`src/rtl/matadd_pkg.sv`:
```
// matadd_pkg: address map, byte-enable codes and FSM states shared by the matrix add/sub master
package matadd_pkg;
  localparam int A_BASE = 0;
  localparam int B_BASE = 256;
  localparam int GO_ADDR = 512;
  localparam logic [7:0] BE_LO = 8'h0F;
  localparam logic [7:0] BE_HI = 8'hF0;
  localparam logic [7:0] BE_ALL = 8'hFF;
  typedef enum logic [3:0] {
    S_IDLE, S_FETCH, S_WR_LO, S_WR_HI, S_GO, S_SETTLE, S_RD, S_PUSH, S_FIN
  } state_e;
endpackage

```
`src/rtl/matadd_avmm_master.sv`:
```
// matadd_avmm_master: streams A/B into the accelerator over Avalon-MM, triggers GO, streams C back out
module matadd_avmm_master #(
  parameter int N_WORDS = 256,
  parameter int B_BASE = matadd_pkg::B_BASE,
  parameter int GO_ADDR = matadd_pkg::GO_ADDR,
  parameter int TIMEOUT = 65535
) (
  input  logic        clk,
  input  logic        reset,
  input  logic        start,
  output logic        busy,
  output logic        done,
  output logic        error,
  input  logic        in_valid,
  output logic        in_ready,
  input  logic [63:0] in_data,
  output logic        out_valid,
  input  logic        out_ready,
  output logic [63:0] out_data,
  output logic [9:0]  avm_address,
  output logic [63:0] avm_writedata,
  output logic        avm_write,
  output logic        avm_read,
  output logic [7:0]  avm_byteenable,
  input  logic [63:0] avm_readdata,
  input  logic        avm_waitrequest
);
  import matadd_pkg::*;
  localparam int CW = $clog2(2 * N_WORDS) + 1;
  localparam int TW = $clog2(TIMEOUT + 1);
  state_e state_q, state_d;
  logic [CW-1:0] widx_q, widx_d, ridx_q, ridx_d;
  logic [TW-1:0] tmo_q, tmo_d;
  logic [63:0] data_q, data_d;
  logic error_q, error_d;
  logic wr, accept, expire;
  logic [9:0] waddr;
  // Bus outputs are pure decodes of registered state so an async reset clears them at once
  always_comb begin
    wr = state_q == S_WR_LO || state_q == S_WR_HI;
    waddr = widx_q < CW'(N_WORDS) ? 10'(A_BASE) + 10'(widx_q) : 10'(B_BASE) + 10'(widx_q - CW'(N_WORDS));
    busy = state_q != S_IDLE && state_q != S_FIN;
    done = state_q == S_FIN;
    error = error_q;
    in_ready = state_q == S_FETCH;
    out_valid = state_q == S_PUSH;
    out_data = data_q;
    avm_write = wr || state_q == S_GO;
    avm_read = state_q == S_RD;
    avm_address = wr ? waddr : state_q == S_GO ? 10'(GO_ADDR) : avm_read ? 10'(ridx_q) : '0;
    avm_writedata = wr ? data_q : '0;
    avm_byteenable = state_q == S_WR_LO ? BE_LO : state_q == S_WR_HI ? BE_HI :
                     (state_q == S_GO || avm_read) ? BE_ALL : '0;
    accept = (avm_write || avm_read) && !avm_waitrequest;
    expire = (avm_write || avm_read) && avm_waitrequest && tmo_q == TW'(TIMEOUT - 1);
  end
  always_comb begin
    state_d = state_q;
    widx_d = widx_q;
    ridx_d = ridx_q;
    data_d = data_q;
    error_d = error_q;
    tmo_d = ((avm_write || avm_read) && avm_waitrequest) ? tmo_q + 1'b1 : '0;
    if (expire) begin
      state_d = S_FIN;
      error_d = 1'b1;
      tmo_d = '0;
    end else begin
      case (state_q)
        S_IDLE: if (start) begin
          state_d = S_FETCH;
          error_d = 1'b0;
          widx_d = '0;
          ridx_d = '0;
        end
        S_FETCH: if (in_valid) begin
          data_d = in_data;
          state_d = S_WR_LO;
        end
        S_WR_LO: if (accept) state_d = S_WR_HI;
        S_WR_HI: if (accept) begin
          widx_d = widx_q + 1'b1;
          state_d = widx_q == CW'(2 * N_WORDS - 1) ? S_GO : S_FETCH;
        end
        S_GO: if (accept) state_d = S_SETTLE;
        S_SETTLE: state_d = S_RD;
        S_RD: if (accept) begin
          data_d = avm_readdata;
          state_d = S_PUSH;
        end
        S_PUSH: if (out_ready) begin
          ridx_d = ridx_q + 1'b1;
          state_d = ridx_q == CW'(N_WORDS - 1) ? S_FIN : S_RD;
        end
        default: state_d = S_IDLE;
      endcase
    end
  end
  always_ff @(posedge clk or posedge reset) begin
    if (reset) begin
      state_q <= S_IDLE;
      widx_q <= '0;
      ridx_q <= '0;
      tmo_q <= '0;
      data_q <= '0;
      error_q <= 1'b0;
    end else begin
      state_q <= state_d;
      widx_q <= widx_d;
      ridx_q <= ridx_d;
      tmo_q <= tmo_d;
      data_q <= data_d;
      error_q <= error_d;
    end
  end
endmodule
```
`config.mk`:
```
export PLATFORM = sky130hd
export DESIGN_NAME = matadd_avmm_master
export DESIGN_NICKNAME = d
export VERILOG_FILES = /design/src/rtl/matadd_pkg.sv /design/src/rtl/matadd_avmm_master.sv
export SDC_FILE = /design/constraint.sdc
export NUM_CORES = 1
export LEC_CHECK = 0
export ABC_CLOCK_PERIOD_IN_PS = 4150
export BUFFER_PORTS_ARGS = -buffer_cell sky130_fd_sc_hd__buf_2
export CAP_MARGIN = 20
export CORE_AREA = 2 2 114 116
export CTS_BUF_LIST = sky130_fd_sc_hd__clkbuf_2 sky130_fd_sc_hd__clkbuf_4 sky130_fd_sc_hd__clkbuf_8
export CTS_CLUSTER_SIZE = 10
export DETAILED_ROUTE_END_ITERATION = 10
export DIE_AREA = 0 0 116 118
export GPL_TIMING_DRIVEN = 0
export PLACE_DENSITY = 0.92
export SLEW_MARGIN = 25
export SYNTH_ARGS = -nofsm -noshare
export SYNTH_HDL_FRONTEND = slang
export SYNTH_SLANG_ARGS = --single-unit
```
`constraint.sdc`:
```
create_clock -name clk -period 4.15 [get_ports clk]
set_clock_uncertainty 0.2 [all_clocks]
set_input_delay 0.6225 -clock clk [delete_from_list [all_inputs] [get_ports clk]]
set_output_delay 0.6225 -clock clk [all_outputs]
set_load 0.005 [all_outputs]
```
==> out/metrics.cfg <==
[cells_and_area]
diodes=0
instances_no_fill=1111
final_nets=1072
final_area_um2=7730
drive_gt1_frac=0.362
area_growth_pct=32.3

[placed_design]
placed_area_um2=7520
gp_congestion=0.939
io_buffers=286
dpl.cell_count=1095
place_hpwl_mm=15.0

[sta]
relSlewSlack=0.568
setup_viol=0
post-route-period-util=0.933
final_hold_viol_count=0
drv_slew=0
rsz0062_at_grt=false
max_freq_mhz=258
period_needed_ns=3.87
tightest_slew_ns=0.632

[cts]
clockRootBuffer=clkbuf_8
numCtsBuffers=9
path_clk_slew_ns=0.12
post_cts_buffers=0
clock_sinks=105
cts_hold_buffers=0
clockBufferDepth=2
cts_resized=0
htree_levels=3
tritoncts=yes
insertion_delay_ns=0.37

[floorplanning]
fp.dieH_um=118
die_area_um2=13700
rows=41
dieWidth_um=116
core_um2=12400
start_util=0.471
ios=287

[global_route]
grt_pass1_vias=5932
grt_start_max_net_pins=66
grt.total_usage=0.276
grt_pass1_wl_mm=29.9
antenna_found_initial=1
overflow=0

[yosys]
syn-num-nets=774
postSynthRegisterBits=105
ys_seq_area_frac=0.450
syn-instance-count=636
syn_area_um2=5840
synth-edff-count=0
synth_cell_types=52
ys.flop_type=dfrtp_1
ys.warnings.count=0
async_reset_ff_frac=1.00
syn_avg_cell_area_um2=9.19

[power]
power_switching_share=0.405
power.density_nw_per_um2=562
power_frac_clock=0.155
p_switching_w=0.00176
vdd_drop_max_mv=0.294
p_seq_frac=0.379
leakagePower_nw=3.79
power.internal_w=0.00258
power.total_w=0.00434
combPwrFrac=0.466

[setup_path]
worstReg2RegEnd=out_data[62]
critPathArrivalTime_ns=3.05
r2r-start=state_q[1]
crit_fanout=10
cp-start-kind=register
endpoint_kind=output port
cp.required_ns=3.33
regToRegSetupSlack_ns=1.48
criticalPathCategory=register to output port
rr_worst_depth=7

[worst_hold_path]
min_path_type=primary input to asynchronous set/reset pin

[job]
max_cap_violations=0

[detailed_routing]
first_iter_violations=487
num_vias=6168
vias_per_cell=5.55
wirelength_mm=19.5
wire_per_inst_um=17.5
ant_nets=0
drc=0
first_pass_iters=5

[outcome]
status=finished, final reports clean

metal layers:
layer,up-vias,global-route usage,routed length [µm]
met4,2,0.0729,306
met3,32,0.0412,1430
met5,-,0,13
met1,2954,0.346,7780
met2,316,0.493,9940
li1,2864,-,-
area by class of cell:
cell class / instances / area (µm²)
timing repair buffer: 287 / 1460
buffer: 55 / 258
tap: 172 / 215
multi-input combinational: 462 / 2910
clock inverter: 7 / 83.8
inverter: 14 / 57.6
sequential: 105 / 2630
fill: 1103 / 4680
clock buffer: 9 / 124
registers in the layout (all words and copies together), names as in the netlist:
| signal | count |
|---|---|
| out_data | 64 |
| ridx_q | 10 |
| error | 1 |
| widx_q | 10 |
| state_q | 4 |
| tmo_q | 16 |
worst max-delay path, stage by stage (launching register included):
cell	delay [ns]
dfrtp_1	0.47
buf_2	0.21
nor2_1	0.49
clkbuf_1	0.56
clkbuf_1	0.54
and3_1	0.27
buf_2	0.13
cells by family after synthesis:
| logic type | after synthesis | synth area share |
|---|---|---|
| adders and majority gates | 4 | 0.00856 |
| xor gates and xnor gates | 16 | 0.0240 |
| DFF | 105 | 0.450 |
| muxes | 64 | 0.110 |
| buffers and inverters | 69 | 0.0531 |
| and+or+nand+nor | 241 | 0.217 |
| AOI/OAI and AO/OA | 137 | 0.138 |
worst max-delay path by stage:
stage / startpoint / to / slack, ns / cells after the start
final: state_q[2] / avm_writedata[57] / 0.28 / 6
after global routing: state_q[2] / avm_writedata[57] / 0.17 / 6
after CTS: state_q[2] / avm_writedata[56] / 0.28 / 6
after detailed placement: state_q[2] / avm_writedata[56] / 0.71 / 6
after global placement: reset / out_data[13] / -0.57 / 2
after floorplan: reset / error / 0.57 / 1
Yosys cell counts (3+ instances only):
cell type	n	area (µm²)
buf_2	23	115
and4_1	3	26.3
and2_1	4	25.0
clkbuf_1	25	93.8
nor3_1	3	15.0
xnor2_1	6	52.6
or4_1	4	30.0
nor2_1	92	345
o31ai_1	4	30.0
nand3_1	13	65.1
a211oi_1	5	37.5
xor2_1	10	87.6
nand4_1	13	81.3
nand2_1	15	56.3
and3_1	65	407
inv_1	14	52.6
o21ai_0	15	75.1
nor4_1	3	18.8
a22o_1	9	78.8
a21oi_1	83	415
ha_1	4	50.1
mux2i_1	64	641
buf_4	6	45.0
o2111ai_1	3	26.3
dfrtp_1	105	2630
or3_1	9	56.3
nand2b_1	4	25.0
layout by cell type (no fill, tap or decap), types with 3 or more instances in the layout:
cell and count:
a21oi_1 83, xnor2_1 6, nand4_1 13, clkbuf_1 25
o31ai_1 4, inv_1 13, buf_4 6, nand3_1 13
or3_1 9, nor3_1 3, mux2i_1 64, buf_2 309
clkbuf_8 9, o21ai_0 15, nand2b_1 4, nor4_1 3
xor2_1 10, ha_1 4, a211oi_1 5, o2111ai_1 3
nand2_1 15, dfrtp_1 105, and2_1 4, and4_1 3
or4_1 4, nor2_1 92, inv_6 4, and3_1 65
a22o_1 9
per-stage QoR:
step / setup TNS [ns] / setup slack [ns] / hold slack (ns) / util
2_1_floorplan: 0 / 0.567 / 0.246 / -
3_3_place_gp: -59.24 / -0.572 / 0.263 / 0.603
3_5_place_dp: 0 / 0.710 / 0.272 / 0.606
4_1_cts: 0 / 0.278 / 0.0548 / 0.623
5_1_grt: 0 / 0.167 / 0.0620 / 0.623
6_report: 0 / 0.279 / 0.0388 / 0.623
power groups by stage:
stage               Combinational (W)  Clock (W)  Sequential (W)
CTS                           0.00202   0.000689         0.00164
floorplan                     0.00100          0         0.00161
detailed placement            0.00202          0         0.00165
global placement              0.00195          0         0.00164
finish                        0.00203   0.000673         0.00165
global route                  0.00222   0.000729         0.00168
(Power assumes the default switching activity.)
